**src/rtl/my_dff_debounce_bank.sv**
```systemverilog
// Per-channel synchroniser + consecutive-cycle debounce with registered level and rise/fall pulses.
// Latency SYNC_STAGES+DEBOUNCE_CYCLES edges from a steady D change; free-running, no backpressure.
module my_dff_debounce_bank #(
  parameter int WIDTH           = 4,
  parameter int SYNC_STAGES     = 2,
  parameter int DEBOUNCE_CYCLES = 16
) (
  input  logic             DFF_CLOCK,
  input  logic             DFF_RESET_N,
  input  logic             DFF_ENABLE,
  input  logic [WIDTH-1:0] D,
  output logic [WIDTH-1:0] Q,
  output logic [WIDTH-1:0] RISE,
  output logic [WIDTH-1:0] FALL
);

  localparam int CW = $clog2(DEBOUNCE_CYCLES) + 1;
  localparam logic [CW-1:0] LAST = CW'(DEBOUNCE_CYCLES - 1);

  logic [SYNC_STAGES-1:0][WIDTH-1:0] sync_q;
  logic [WIDTH-1:0]                  sync_s;
  logic [WIDTH-1:0][CW-1:0]          cnt;

  assign sync_s = sync_q[SYNC_STAGES-1];

  // Synchronisers shift every edge, independent of the filter enable.
  always_ff @(posedge DFF_CLOCK or negedge DFF_RESET_N) begin
    if (!DFF_RESET_N) begin
      sync_q <= '0;
    end else begin
      sync_q[0] <= D;
      for (int k = 1; k < SYNC_STAGES; k++) begin
        sync_q[k] <= sync_q[k-1];
      end
    end
  end

  always_ff @(posedge DFF_CLOCK or negedge DFF_RESET_N) begin
    if (!DFF_RESET_N) begin
      cnt  <= '0;
      Q    <= '0;
      RISE <= '0;
      FALL <= '0;
    end else begin
      for (int i = 0; i < WIDTH; i++) begin
        RISE[i] <= 1'b0;
        FALL[i] <= 1'b0;
        if (!DFF_ENABLE || (sync_s[i] == Q[i])) begin
          cnt[i] <= '0;
        end else if (cnt[i] == LAST) begin
          // Disagreement held for the full window: commit the new level.
          cnt[i]  <= '0;
          Q[i]    <= sync_s[i];
          RISE[i] <= sync_s[i];
          FALL[i] <= ~sync_s[i];
        end else begin
          cnt[i] <= cnt[i] + CW'(1);
        end
      end
    end
  end

endmodule
```
**config.mk**
```make
export PLATFORM = sky130hd
export DESIGN_NAME = my_dff_debounce_bank
export DESIGN_NICKNAME = d
export VERILOG_FILES = /design/src/rtl/my_dff_debounce_bank.sv
export SDC_FILE = /design/constraint.sdc
export NUM_CORES = 1
export LEC_CHECK = 0
export CAP_MARGIN = 20
export CORE_AREA = 2 2 76 78
export CTS_CLUSTER_DIAMETER = 100
export DETAILED_ROUTE_END_ITERATION = 6
export DIE_AREA = 0 0 78 80
export HOLD_SLACK_MARGIN = 0.15
export PLACE_DENSITY = 0.43
export SLEW_MARGIN = 20
export SYNTH_ARGS = -nofsm -noshare
export SYNTH_HDL_FRONTEND = slang
export SYNTH_SLANG_ARGS = --single-unit
```
**constraint.sdc**
```tcl
create_clock -name DFF_CLOCK -period 4.03 [get_ports DFF_CLOCK]
set_input_delay 0.6045 -clock DFF_CLOCK [delete_from_list [all_inputs] [get_ports DFF_CLOCK]]
set_output_delay 0.6045 -clock DFF_CLOCK [all_outputs]
set_load 0.05 [all_outputs]
```
==> key figures, run 1 <==
STA
  – Fin Clk Skew: 3.35 ps
  – Highest clock rate: 472 MHz
  – Final worst-path cycle share: 52.5%
  – Worst slew margin relative to its limit: 42.4%
  – Endpoints failing hold: 0
  – Hold slack: 350 ps
  – Finish-stage setup viols: 0
  – Final TNS setup: 0 ps
  – Max Transition Viols Final: 0
  – Actual slew at the worst max-slew pin: 864 ps
  – RSZ-0062 raised after global routing: no
  – Minimum clock period: 2120 ps
  – Worst setup slack after layout: 1910 ps

Die
  – Die span in x: 78 um
  – Top-level port count: 19
  – Std-Cell Core Area: 5410 um2
  – FP Rows: 27
  – Die height: 80 um
  – Die Outline Area: 6240 um2
  – Starting density of the core: 28.4%

Synth
  – Adder and majority gate portion of the synthesized area: 3.26%
  – Multiplexer fraction of the synthesized cell area: 3.91%
  – Area contributors post-synth: dfrtp_1, xor2_1, mux2_4
  – Avg Synthesized Cell Area: 13.1 um2
  – Cell type with the highest aggregate area in the netlist: dfrtp_1
  – Simple-gate area share of the yosys netlist: 20.5%
  – Number of synthesized register bits: 40
  – Seq/Total Area, Yosys: 65.2%
  – Number of synthesis warnings: 0
  – Post-Syn Area: 1540 um2
  – Post-Syn Nets: 128
  – Synth cell types: 18
  – Synthesized-area fraction occupied by ao, oa, aoi and oai cells: 0%
  – Area share of the largest cell type after synthesis: 65.2%
  – Main combinational cell family by area after synthesis: simple AND/OR/NAND/NOR gates
  – XOR/XNOR share of the synthesized area: 6.85%
  – Post-synthesis instance total: 117

Clocking
  – TritonCTS clock tree: yes
  – Count of buffers added by post-CTS timing repair for setup: 0
  – Clock buffer depth: 2
  – Clock buffers created by TritonCTS: 5
  – Number of instances resized during post-cts repair: 0
  – Cts-stage hold buffer count: 0
  – Clock transition at the registers of the reported paths: 70 ps
  – Depth of the CTS H-tree: 2
  – Root Buffer: clkbuf_8
  – TritonCTS Sinks: 40
  – Later-pin clock latency in the skew report: 280 ps

GRT
  – First-pass GRT wire length: 4380 um
  – Antenna violations before repair: 0
  – Maximum number of pins on one net before global-route repair: 41
  – Vias in the first global route: 938
  – All-Layer GR Usage: 9.30%
  – Congestion Overflow GR: 0

Placed design
  – Cell area after placement: 1800 um2
  – Detail Placement HPWL: 1740 um
  – Pre-CTS setup slack: 2030 ps
  – RD Place Congestion: 0.770
  – Number of port buffers: 18

Cells and area
  – Fillcell total: 544
  – Total Nets Final: 152
  – Diodes inserted: 0
  – Area grow syn2layout: 24.0%
  – Share of layout cells above drive strength 1: 10.6%
  – Post-route cell area: 1900 um2

Critical path
  – Worst endpoint data arrival time: 1510 ps
  – Crit. Startpoint: Q[2]
  – Buffers plus inverters on the worst setup path: 1
  – Startpoint-to-endpoint class of the critical path: flop to output port
  – Cell family contributing the most delay on the critical path: buffers and inverters
  – Levels on crit path: 1
  – Max Fanout on Critical Path: 3
  – Required @ worst endpoint: 3430 ps
  – Crit Reg-Reg Startpoint: cnt[5]
  – Endpoint of the lowest-slack register-to-register path: Q[1]
  – Worst setup endpoint: Q[2]
  – Cell count of the worst reg-to-reg path: 4
  – CP Cell Sequence: clkdlybuf4s50_1
  – Category of the worst setup path launch point: flop
  – Crit end category: output port
  – Critical-path cell with the highest stage delay: clkdlybuf4s50_1
  – R2r setup slk: 2660 ps
  – Largest incremental delay on the critical path: 830 ps

Pwr
  – Post-layout power: 0.000757 W
  – Cell internal power dissipation: 0.000602 W
  – Gate power share: 3.5%
  – Switching portion of total power: 20.5%
  – Switching power of the nets: 0.000155 W
  – Part of the total power dissipated in sequential elements: 54.7%
  – Share of total power in the clock network: 41.8%
  – Maximum resistive drop on vdd: 0.188 mV
  – Total power per unit cell area: 398 nW/um2
  – Leakage Power: 0.894 nW

Outcome
  – Outcome: complete, no violations

Routing
  – Vias after detailed routing: 901
  – DRC violations left: 0
  – Initial DRT Pass Iterations: 4
  – Iteration-0 DRC Markers: 36
  – Drt wl/cell: 11.7 um
  – Total wirelength of the detailed-routed design: 2500 um
  – Routed Antenna Nets: 0
  – Vias per std cell: 4.21

Worst hold path
  – Worst min-delay path category: flop to flop

Flow run
  – Count of maximum capacitance violations: 0
[logic make-up (layout without fill, tap and decap cells)]
kind of cell | count (synthesis) | in the layout
muxes | 4 | 4
xor gates and xnor gates | 12 | 12
adders and majority gates | 4 | 4
buffers and inverters | 1 | 26
DFF | 40 | 40
and+or+nand+nor | 56 | 56
[state kept, by name, indices dropped and copies added (netlist names)]
name,flops
sync_q,4
RISE,4
cnt,20
Q,4
sync_s,4
FALL,4
[cells in the mapped netlist]
library cell,count
dfrtp_1,40
nand3_1,10
nor2_1,10
and3_1,8
nand2_1,8
xor2_1,8
nor3_1,6
ha_1,4
mux2_4,4
xnor2_1,4
and4b_1,3
and2_1,2
and4_1,2
nand2_2,2
nand4b_1,2
nor4_1,2
and4b_4,1
buf_2,1
[stage by stage]
| stage | cells | util (%) |
|---|---|---|
| floorplan | 117 | - |
| global placement | 206 | 33.2 |
| detailed placement | 206 | 33.2 |
| CTS | 214 | 35.2 |
| global route | 214 | 35.2 |
| finish | 214 | 35.2 |
[power by group through the flow]
| stage | Combinational, W | Clock, W | Sequential [W] |
|---|---|---|---|
| finish | 0.0000262 | 0.000317 | 0.000414 |
| global route | 0.0000314 | 0.000349 | 0.000416 |
| CTS | 0.0000275 | 0.000330 | 0.000414 |
| detailed placement | 0.0000274 | 0 | 0.000422 |
| global placement | 0.0000269 | 0 | 0.000422 |
| floorplan | 0.0000109 | 0 | 0.000421 |
[metal layers]
metal | GRT usage, % | part of all wire (%) | vias to the layer above
li1 | - | - | 451
met1 | 12.0 | 46 | 431
met2 | 13.5 | 48 | 14
met3 | 3.62 | 4.1 | 5
met4 | 4.74 | 1.9 | 0
met5 | 0 | 0 | -
[cell type report]
class,count,area (um2),share of cell area (%)
flip-flops and latches,40,1000,52.6
multi-input cells,76,529,27.8
repair buffers,18,175,9.20
well taps,72,90.1,4.73
clock buffers,6,72.6,3.81
clock inverters,2,35.0,1.84
[how the worst min path moves through the flow]
stage | from | to | slack [ps] | depth (start not counted)
2_1_floorplan | DFF_RESET_N | FALL[0] | 310 | 0
3_3_place_gp | sync_q[1] | sync_s[1] | 330 | 0
3_5_place_dp | sync_q[2] | sync_s[2] | 330 | 0
4_1_cts | sync_q[2] | sync_s[2] | 350 | 0
5_1_grt | sync_q[3] | sync_s[3] | 360 | 0
6_report | sync_q[2] | sync_s[2] | 350 | 0
[layout by cell type (no fill, tap or decap), types with 2 or more instances in the layout]
| cell | Yosys | layout |
|---|---|---|
| and4_1 | 2 | 2 |
| dfrtp_1 | 40 | 40 |
| and2_1 | 2 | 2 |
| clkdlybuf4s50_1 | 0 | 17 |
| ha_1 | 4 | 4 |
| nor2_1 | 10 | 10 |
| xor2_1 | 8 | 8 |
| mux2_4 | 4 | 4 |
| nor4_1 | 2 | 2 |
| and4b_1 | 3 | 3 |
| nor3_1 | 6 | 6 |
| nand4b_1 | 2 | 2 |
| nand3_1 | 10 | 10 |
| nand2_1 | 8 | 8 |
| nand2_2 | 2 | 2 |
| clkbuf_8 | 0 | 5 |
| and3_1 | 8 | 8 |
| xnor2_1 | 4 | 4 |
No activity file was read; power rests on OpenSTA's default activity.
==> inputs of run 2 (changes only) <==
--- a/config.mk
+++ b/config.mk
@@ -11,7 +11,7 @@
 export DETAILED_ROUTE_END_ITERATION = 6
 export DIE_AREA = 0 0 78 80
 export HOLD_SLACK_MARGIN = 0.15
-export PLACE_DENSITY = 0.43
+export PLACE_DENSITY = 0.45
 export SLEW_MARGIN = 20
 export SYNTH_ARGS = -nofsm -noshare
 export SYNTH_HDL_FRONTEND = slang
==> constraint.sdc (replaced) <==
create_clock -name DFF_CLOCK -period 1.9 [get_ports DFF_CLOCK]
set_input_delay 0.285 -clock DFF_CLOCK [delete_from_list [all_inputs] [get_ports DFF_CLOCK]]
set_output_delay 0.285 -clock DFF_CLOCK [all_outputs]
set_load 0.05 [all_outputs]
==> run 2 against run 1 <==
Compared with the run above: combinational power increased by 120%; global-route usage increased by 0.060 points; total power increased by 92%; design area decreased by 0.66%; register-to-register slack got worse by 2200 ps; core utilization decreased by 0.23 points; clock power increased by 62%; sequential share of layout area increased by 0.35 points; clock skew about the same; count of clock-buffer cells in the layout unchanged; critical path depth unchanged; sequential cell count unchanged.
==> key figures, run 2 (synthesis results as in run 1) <==
Clocking
  – Clock buffer depth: 2 (unchanged)
  – TritonCTS clock tree: yes (unchanged)
  – TritonCTS Sinks: 40 (unchanged)
  – Count of buffers added by post-CTS timing repair for setup: 0 (unchanged)
  – Cts-stage hold buffer count: 1 (was 0)
  – Root Buffer: clkbuf_8 (unchanged)
  – Number of instances resized during post-cts repair: 0 (unchanged)
  – Depth of the CTS H-tree: 2 (unchanged)
  – Later-pin clock latency in the skew report: 280 ps (about the same)
  – Clock buffers created by TritonCTS: 5 (unchanged)
  – Clock transition at the registers of the reported paths: 70 ps (about the same)

Outcome
  – Outcome: complete, no violations (unchanged)

Cells and area
  – Share of layout cells above drive strength 1: 10.5% (was 10.6%)
  – Total Nets Final: 154 (was 152)
  – Diodes inserted: 0 (unchanged)
  – Most common library cell in the layout ignoring fill and taps: dfrtp_1 (unchanged)
  – Area grow syn2layout: 23.1% (was 24.0%)
  – Highest-count cells in the layout ignoring fill and taps: dfrtp_1, clkdlybuf4s50_1, nand3_1, nor2_1 (unchanged)
  – Flip-flop count of the largest register after layout: 20 (unchanged)
  – Utilization after layout: 35.0% (was 35.2%)
  – Register bank with the most flops: cnt (unchanged)

STA
  – Endpoints failing hold: 0 (unchanged)
  – Actual slew at the worst max-slew pin: 522 ps (was 864 ps)
  – Max Transition Viols Final: 0 (unchanged)
  – Minimum clock period: 1790 ps
  – RSZ-0062 raised after global routing: no (unchanged)
  – Highest clock rate: 558 MHz
  – Worst slew margin relative to its limit: 65.1% (was 42.4%)
  – Final worst-path cycle share: 94.4%
  – Hold slack: 353 ps (was 350 ps)
  – Finish-stage setup viols: 0 (unchanged)
  – Fin Clk Skew: 3.72 ps (was 3.35 ps)
  – Final TNS setup: 0 ps (unchanged)

Routing
  – Total wirelength of the detailed-routed design: 2470 um (was 2500 um)
  – Iteration-0 DRC Markers: 59 (was 36)
  – Vias after detailed routing: 951 (was 901)
  – Drt wl/cell: 11.5 um (was 11.7 um)
  – Routed Antenna Nets: 0 (unchanged)
  – Vias per std cell: 4.42 (was 4.21)
  – DRC violations left: 0 (unchanged)
  – Initial DRT Pass Iterations: 4 (unchanged)

GRT
  – Antenna violations before repair: 0 (unchanged)
  – All-Layer GR Usage: 9.36% (was 9.30%)
  – Maximum number of pins on one net before global-route repair: 41 (unchanged)
  – First-pass GRT wire length: 4350 um (was 4380 um)
  – Vias in the first global route: 973 (was 938)
  – Congestion Overflow GR: 0 (unchanged)

Die
  – Die span in x: 78 um (unchanged)
  – Top-level port count: 19 (unchanged)
  – Die height: 80 um (unchanged)
  – Starting density of the core: 28.4% (unchanged)
  – FP Rows: 27 (unchanged)
  – Die Outline Area: 6240 um2 (unchanged)
  – Std-Cell Core Area: 5410 um2 (unchanged)

Critical path
  – Required @ worst endpoint: 1620 ps (was 3430 ps)
  – Buffers plus inverters on the worst setup path: 1 (unchanged)
  – Worst endpoint data arrival time: 1510 ps (about the same)
  – Startpoint-to-endpoint class of the critical path: flop to output port (unchanged)
  – Crit end category: output port (unchanged)
  – CP Cell Sequence: clkdlybuf4s50_1 (unchanged)
  – Critical-path cell with the highest stage delay: clkdlybuf4s50_1 (unchanged)
  – Max Fanout on Critical Path: 3 (unchanged)
  – Cell family contributing the most delay on the critical path: buffers and inverters (unchanged)
  – Category of the worst setup path launch point: flop (unchanged)
  – Largest incremental delay on the critical path: 820 ps (was 830 ps)

Placed design
  – Detail Placement HPWL: 1730 um (was 1740 um)
  – RD Place Congestion: 0.729 (was 0.770)
  – Number of port buffers: 18 (unchanged)

Pwr
  – Leakage Power: 0.889 nW (was 0.894 nW)
  – Maximum resistive drop on vdd: 0.379 mV (was 0.188 mV)
  – Post-layout power: 0.00145 W (was 0.000757 W)
  – Total power per unit cell area: 768 nW/um2 (was 398 nW/um2)

Flow run
  – Count of maximum capacitance violations: 0 (unchanged)

Worst hold path
  – Worst min-delay path category: flop to flop (unchanged)
[run 2: cell types whose count changed in the layout (fill, tap and decap cells not counted), sizes merged]
cell         delta
buf             +1
bufinv          -1
dlygate4sd3     +1
[run 2: stage by stage]
stage	cells	area (um2)	worst slack, ps
after global placement	207	1800	257
final	215	1890	106
after global routing	215	1890	42.1
after floorplan	117	1540	605
after CTS	215	1890	80.9
after detailed placement	207	1800	220
[run 2: layout make-up]
class,instances,area [um2]
fillers,561,3510
flip-flops and latches,40,1000
multi-input cells,76,529
repair buffers,20,193
well taps,72,90.1
clock buffers,6,72.6
clock inverters,1,5.00
[run 2: worst paths after layout]
check / slack, ps / start / to / depth (start not counted)
setup / recovery: 110 / Q[1] / Q[1] / 1
hold / removal: 350 / sync_q[3] / sync_s[3] / 0
setup reg to reg: 510 / cnt[5] / Q[1] / 4
hold reg to reg: 350 / sync_q[3] / sync_s[3] / 0
max in group asynchronous: 980 / DFF_RESET_N / RISE[2] / 3
min in group asynchronous: 570 / DFF_RESET_N / cnt[12] / 3
[run 2: where the power goes]
group	switching [W]	total (W)	internal, W	leakage [nW]
sequential	0.0000120	0.000880	0.000868	0.536
combinational	0.0000353	0.0000582	0.0000229	0.312
clock	0.000264	0.000514	0.000249	0.0410
total	0.000312	0.00145	0.00114	0.889
[run 2: layer usage]
layer  vias up  GRT usage (%)  wire length (um)
met2        13           16.1              1300
met4         0           4.74                40
li1        457              -                 -
met3         4           3.96               115
met5         -              0                 0
met1       477           9.80              1020
